`src/rtl/tfhe_keygen_pkg.sv`:
```
// tfhe_keygen_pkg: shared defaults, requester ids and controller FSM encoding for the TFHE keygen path
package tfhe_keygen_pkg;
  localparam int DEF_DATA_WIDTH = 32;
  localparam int DEF_TIMEOUT_CYCLES = 255;
  localparam int DEF_TO_WIDTH = 8;
  localparam logic REQ_BSK = 1'b0;
  localparam logic REQ_KSK = 1'b1;
  typedef enum logic [1:0] {
    S_IDLE   = 2'd0,
    S_LAUNCH = 2'd1,
    S_WAIT   = 2'd2,
    S_RESP   = 2'd3
  } gp_state_t;
endpackage

```
`src/rtl/rr_arbiter2.sv`:
```
// rr_arbiter2: 2-way round-robin grant (clk, rst active-low async, en, req[1:0] -> gnt_vld, gnt_id); a tie goes to the requester not granted last
module rr_arbiter2
  import tfhe_keygen_pkg::*;
(
  input  logic       clk,
  input  logic       rst,
  input  logic       en,
  input  logic [1:0] req,
  output logic       gnt_vld,
  output logic       gnt_id
);
  logic last_grant;
  assign gnt_vld = en && |req;
  assign gnt_id = &req ? !last_grant : req[1];
  always_ff @(posedge clk or negedge rst)
    if (!rst) last_grant <= REQ_KSK;
    else if (gnt_vld) last_grant <= gnt_id;
endmodule

```
`src/rtl/gadget_precompute_ctrl.sv`:
```
// gadget_precompute_ctrl: shares PreCompute128 between req0/req1 (valid/ready, Bg/Q in; resp0/1_valid, GPow0..2, err out) with a one-entry result cache, pc_* engine handshake and a saturating completion timeout
module gadget_precompute_ctrl
  import tfhe_keygen_pkg::*;
#(
  parameter int DATA_WIDTH     = DEF_DATA_WIDTH,
  parameter int TIMEOUT_CYCLES = DEF_TIMEOUT_CYCLES,
  parameter int TO_WIDTH       = DEF_TO_WIDTH
) (
  input  logic                  clk,
  input  logic                  rst,
  input  logic                  req0_valid,
  input  logic                  req1_valid,
  input  logic [DATA_WIDTH-1:0] req0_Bg,
  input  logic [DATA_WIDTH-1:0] req0_Q,
  input  logic [DATA_WIDTH-1:0] req1_Bg,
  input  logic [DATA_WIDTH-1:0] req1_Q,
  output logic                  req0_ready,
  output logic                  req1_ready,
  output logic                  resp0_valid,
  output logic                  resp1_valid,
  output logic [DATA_WIDTH-1:0] resp_GPow0,
  output logic [DATA_WIDTH-1:0] resp_GPow1,
  output logic [DATA_WIDTH-1:0] resp_GPow2,
  output logic                  resp_err,
  input  logic                  flush,
  output logic                  pc_start,
  output logic [DATA_WIDTH-1:0] pc_Bg,
  output logic [DATA_WIDTH-1:0] pc_Q,
  input  logic [DATA_WIDTH-1:0] pc_GPow0,
  input  logic [DATA_WIDTH-1:0] pc_GPow1,
  input  logic [DATA_WIDTH-1:0] pc_GPow2,
  input  logic                  pc_ready,
  input  logic                  pc_done
);
  localparam logic [TO_WIDTH-1:0] TO_MAX = TO_WIDTH'(TIMEOUT_CYCLES);
  gp_state_t state, state_nx;
  logic gnt_vld, gnt_id, gid, hit, tmo, wait_done, wait_tmo, err_r, cache_vld, fl_r;
  logic [DATA_WIDTH-1:0] sel_bg, sel_q, bg_r, q_r, c_bg, c_q;
  logic [2:0][DATA_WIDTH-1:0] c_g, r_g, pc_g;
  logic [TO_WIDTH-1:0] cnt;
  rr_arbiter2 u_arb (
    .clk    (clk),
    .rst    (rst),
    .en     (rst && state == S_IDLE),
    .req    ({req1_valid, req0_valid}),
    .gnt_vld(gnt_vld),
    .gnt_id (gnt_id)
  );
  assign pc_g = {pc_GPow2, pc_GPow1, pc_GPow0};
  assign sel_bg = gnt_id ? req1_Bg : req0_Bg;
  assign sel_q = gnt_id ? req1_Q : req0_Q;
  assign hit = cache_vld && !flush && sel_bg == c_bg && sel_q == c_q;
  assign tmo = cnt == TO_MAX;
  assign wait_done = state == S_WAIT && pc_done;
  assign wait_tmo = state == S_WAIT && !pc_done && tmo;
  assign {resp_GPow2, resp_GPow1, resp_GPow0} = r_g;
  assign pc_Bg = bg_r;
  assign pc_Q = q_r;
  always_comb begin
    state_nx = state == S_IDLE   ? (gnt_vld ? (hit ? S_RESP : S_LAUNCH) : S_IDLE)
             : state == S_LAUNCH ? (pc_ready ? S_WAIT : S_LAUNCH)
             : state == S_WAIT   ? (pc_done || tmo ? S_RESP : S_WAIT)
             : S_IDLE;
    req0_ready = gnt_vld && gnt_id == REQ_BSK;
    req1_ready = gnt_vld && gnt_id == REQ_KSK;
    pc_start = state == S_LAUNCH && pc_ready;
    resp0_valid = state == S_RESP && gid == REQ_BSK;
    resp1_valid = state == S_RESP && gid == REQ_KSK;
    resp_err = state == S_RESP && err_r;
  end
  // fl_r remembers a flush seen since the grant so a completing launch does not revalidate a flushed cache
  always_ff @(posedge clk or negedge rst) begin
    if (!rst) begin
      state <= S_IDLE;
      gid <= 1'b0;
      bg_r <= '0;
      q_r <= '0;
      r_g <= '0;
      err_r <= 1'b0;
      cache_vld <= 1'b0;
      c_bg <= '0;
      c_q <= '0;
      c_g <= '0;
      fl_r <= 1'b0;
      cnt <= '0;
    end else begin
      state <= state_nx;
      cnt <= state == S_WAIT ? cnt + TO_WIDTH'(!tmo) : '0;
      cache_vld <= flush ? 1'b0 : wait_done ? !fl_r : wait_tmo ? 1'b0 : cache_vld;
      fl_r <= flush || (!gnt_vld && fl_r);
      if (gnt_vld) begin
        gid <= gnt_id;
        bg_r <= sel_bg;
        q_r <= sel_q;
        r_g <= c_g;
        err_r <= 1'b0;
      end
      if (wait_done) begin
        r_g <= pc_g;
        c_g <= pc_g;
        c_bg <= bg_r;
        c_q <= q_r;
        err_r <= 1'b0;
      end else if (wait_tmo) begin
        r_g <= '0;
        err_r <= 1'b1;
      end
    end
  end
endmodule

```
`config.mk`:
```
export PLATFORM = sky130hd
export DESIGN_NAME = gadget_precompute_ctrl
export DESIGN_NICKNAME = d
export VERILOG_FILES = /design/src/rtl/tfhe_keygen_pkg.sv /design/src/rtl/rr_arbiter2.sv /design/src/rtl/gadget_precompute_ctrl.sv
export SDC_FILE = /design/constraint.sdc
export NUM_CORES = 1
export LEC_CHECK = 0
export ABC_CLOCK_PERIOD_IN_PS = 3690
export BUFFER_PORTS_ARGS = -buffer_cell sky130_fd_sc_hd__buf_2
export CORE_MARGIN = 1
export CORE_UTILIZATION = 25
export DETAILED_ROUTE_END_ITERATION = 12
export GPL_TIMING_DRIVEN = 0
export PLACE_DENSITY_LB_ADDON = 0.2
export REMOVE_ABC_BUFFERS = 1
export SLEW_MARGIN = 5
export SYNTH_ARGS = -nofsm -noshare
export SYNTH_HDL_FRONTEND = slang
export SYNTH_SLANG_ARGS = --single-unit
export TNS_END_PERCENT = 100
```
`constraint.sdc`:
```
create_clock -name clk -period 3.69 [get_ports clk]
set_input_delay 0.1845 -clock clk [delete_from_list [all_inputs] [get_ports clk]]
set_output_delay 0.1845 -clock clk [all_outputs]
set_load 0.05 [all_outputs]
```
==> out/qor.yml <==
finish:
  final_util_pct: 36.45
  syn2layout_area_growth_pct: 43.41
  diodes: 0
  multi_input_area_um2: 5628
  drive_above_1_share_pct: 23.93
  fill_cells: 5759
  stdcell_area_um2: 20670
  layout.nets: 2304
  regArea_um2: 8384
yosys:
  synth_seq_cells: 335
  yosysTopAreaCell: "dfrtp_1"
  ys_seq_area_share_pct: 58.16
  synth.most_common_cell: "nand2_1"
  synth_common_cells: "nand2_1 (604), dfrtp_1 (334), o21ai_0 (135)"
  yosys.area.top_type_share_pct: 57.98
  syn_area_um2: 14420
  synth_cells: 1500
  avgSynthCellArea_um2: 9.610
  synth_cell_types: 48
  ys_async_sr_fraction_pct: 100.0
  synth_edf_count: 0
  ys.flop_type: "dfrtp_1"
  yosysWarnings: 0
  synthTopCellsByArea: "dfrtp_1 (58%), nand2_1 (16%), mux2i_1 (8.2%), o21ai_0 (4.7%), o21a_1 (1.9%)"
drt:
  vias: 12470
  wirelength_um: 45620
  drt_iter0_markers: 625
  dr.pass1.iters: 4
  route.detailed.drc: 0
  drt-wirelength-per-cell_um: 15.98
  vias_per_cell: 4.369
  drtAntennaViolNets: 0
timing:
  rsz0062_at_grt: "no"
  finalCritPeriodShare_pct: 91.80
  finalSetupTns_ns: 0
  final-max-slew-violation-count: 0
  period_minus_slack_ns: 3.387
  finalHoldViolations: 0
  finalSetupViolCount: 0
  setup_slack_ns: 0.3027
  worst_pin_slew_ns: 0.8396
  fmax_ghz: 0.2952
  max_slew_margin_pct: 44.03
  fin_worst_skew_ns: 0.01297
job:
  maxCapViolations: 0
clocking:
  clkSinkCount: 335
  clk_latency_ns: 0.55
  htree_levels: 2
  clockBufferDepth: 3
  clkTransAtPathRegs_ns: 0.05
  cts_tree: "built"
  cts_made_buffers: 42
  cts.root.buffer_cell: "clkbuf_16"
placed_design:
  placed_cell_area_um2: 17500
  place_ws_ns: -0.3426
  port_buffers: 396
  gp_congestion: 0.8302
  dpl.hpwl_um: 31140
setup_path:
  crit_arrival_ns: 3.87
  cp_num_buf_inv: 6
  max_stage_delay_ns: 0.57
  critPathKind: "input pin to flop"
  cpMostUsedCell: "buf_4"
  cp_cell_sequence: "dlygate4sd3_1 -> buf_8 -> buf_16 -> o211ai_1 -> buf_4 -> buf_4 -> buf_4 -> a2111o_1 -> nor4_1 -> nand4_1 -> and4b_1 -> a211o_1"
  worstPathMaxFanout: 67
  cp_slowest_cell: "dlygate4sd3_1"
  crit_family: "buffers and inverters"
  crit_required_ns: 4.18
  r2r-start: "u_arb.last_grant$_DFFE_PN1P_"
  startpoint_type: "input pin"
  end_kind: "flop"
  startpoint: "rst"
floorplanning:
  std_cell_rows: 87
  io_pins: 397
  dieArea_um2: 58620
  coreArea_um2: 56710
  dieWidth_um: 242.1
  initial_core_util_pct: 25.42
  die_y_um: 242.1
global_routing:
  track_usage_pct: 15.63
  grt_pass1_wl_um: 73530
  use_met3_pct: 5.018
  antenna_found_initial: 1
  top_usage_layer: "met2"
  met1_usage_pct: 19.44
  grtUsageMet2_pct: 25.74
  grt_pass1_vias: 13254
  grt_max_degree: 109
  grt-ovfl-total: 0
power_and_ir_drop:
  p_total_w: 0.01855
  ir_worst_vdd_v: 0.0004214
  p_leak_nw: 10.80
  p_per_area_nw_per_um2: 897.1
min_path:
  hp-class: "input pin to flop"
  hold_start: "req0_Bg[14]"
outcome:
  status: "complete, no violations"
==> timing repair <==
item                                    in CTS  in global routing
endpoints found under the setup margin       1                  0
endpoints found under the hold margin      301                  0
hold buffers                               180                  0
gates resized for setup                      1                  0
buffers inserted                             1                  0
==> worst min-delay path: cells and delay by family <==
kind	cells	cell delay [ns]
AOI/OAI and AO/OA	1	0.18
muxes	1	0.10
buffers and inverters	1	0.08
==> worst paths after layout <==
path / endpoint / slack, ns / cells past startpoint
setup / recovery: state[1]$_DFF_PN0_ / 0.30 / 12
hold / removal: pc_Bg[14]$_DFFE_PN0P_ / 0.04 / 3
setup reg to reg: state[1]$_DFF_PN0_ / 0.31 / 10
hold reg to reg: c_g[72]$_DFFE_PN0P_ / 0.47 / 2
max in group asynchronous: resp_GPow2[22]$_DFFE_PN0P_ / 2.20 / 4
min in group asynchronous: pc_Q[2]$_DFFE_PN0P_ / 0.17 / 2
==> cell type report <==
| type | count | area share, % |
|---|---|---|
| timing repair buffer | 612 | 20.73 |
| multi-input combinational | 1061 | 27.22 |
| clock inverter | 9 | 0.4721 |
| tap | 756 | 4.576 |
| sequential | 335 | 40.56 |
| clock buffer | 62 | 6.095 |
| inverter | 19 | 0.3450 |
==> registers in the layout, summed over array words and instances (netlist names) <==
signal,flops
c_bg,32
pc_Bg,32
cache_vld,1
fl_r,1
resp_GPow2,32
resp_GPow0,32
pc_Q,32
err_r,1
gid,1
cnt,8
c_g,96
c_q,32
resp_GPow1,32
u_arb.last_grant,1
state,2
==> layer usage <==
metal / share of wire, % / vias up
li1: - / 6074
met1: 44 / 5952
met2: 46 / 365
met3: 7.6 / 77
met4: 2.6 / 2
met5: 0.028 / -
==> kinds of logic after synthesis <==
family	Yosys count	share of synthesized area, %
AO/OA/AOI/OAI	224	9.314
XOR/XNOR	48	2.916
flip-flops	335	58.16
adder cells (fa/ha/maj)	2	0.1736
multiplexers	118	8.194
buffers and inverters	104	3.038
AND/OR/NAND/NOR	669	18.20
==> stage by stage <==
step / hold slack, ns / std cells
final: 0.04328 / 2854
after global placement: 0.3897 / 2567
after detailed placement: 0.1804 / 2602
after floorplan: -0.1111 / 1415
after CTS: 0.0005015 / 2854
after global routing: 0.02589 / 2854
==> power by group <==
part	switching [W]	internal [W]
logic	0.00572	0.00239
clock network	0.00158	0.00248
registers	0.00101	0.00537
total	0.00830	0.0102
==> cells in the final DEF, fill, tap and decap left out, types with 3 or more instances in the layout <==
cell type        n
nand3_1          6
o21ai_0        135
xnor2_1         25
nand4_1          6
nor4_1          11
buf_12           3
mux2i_1        118
and3_1           4
a21o_1           3
clkbuf_8         7
clkinv_2         6
xor2_1          23
nand2_1        602
buf_4           23
clkbuf_1        10
o22ai_1         10
nor2b_1          5
o221ai_1         5
inv_1           19
dfrtp_1        334
a21oi_1         11
buf_16           9
buf_2          395
o2bb2ai_1        7
clkbuf_16       45
nor2_1          22
dlygate4sd3_1  180
o21a_1          36
No activity file was read; power rests on OpenSTA's default activity.
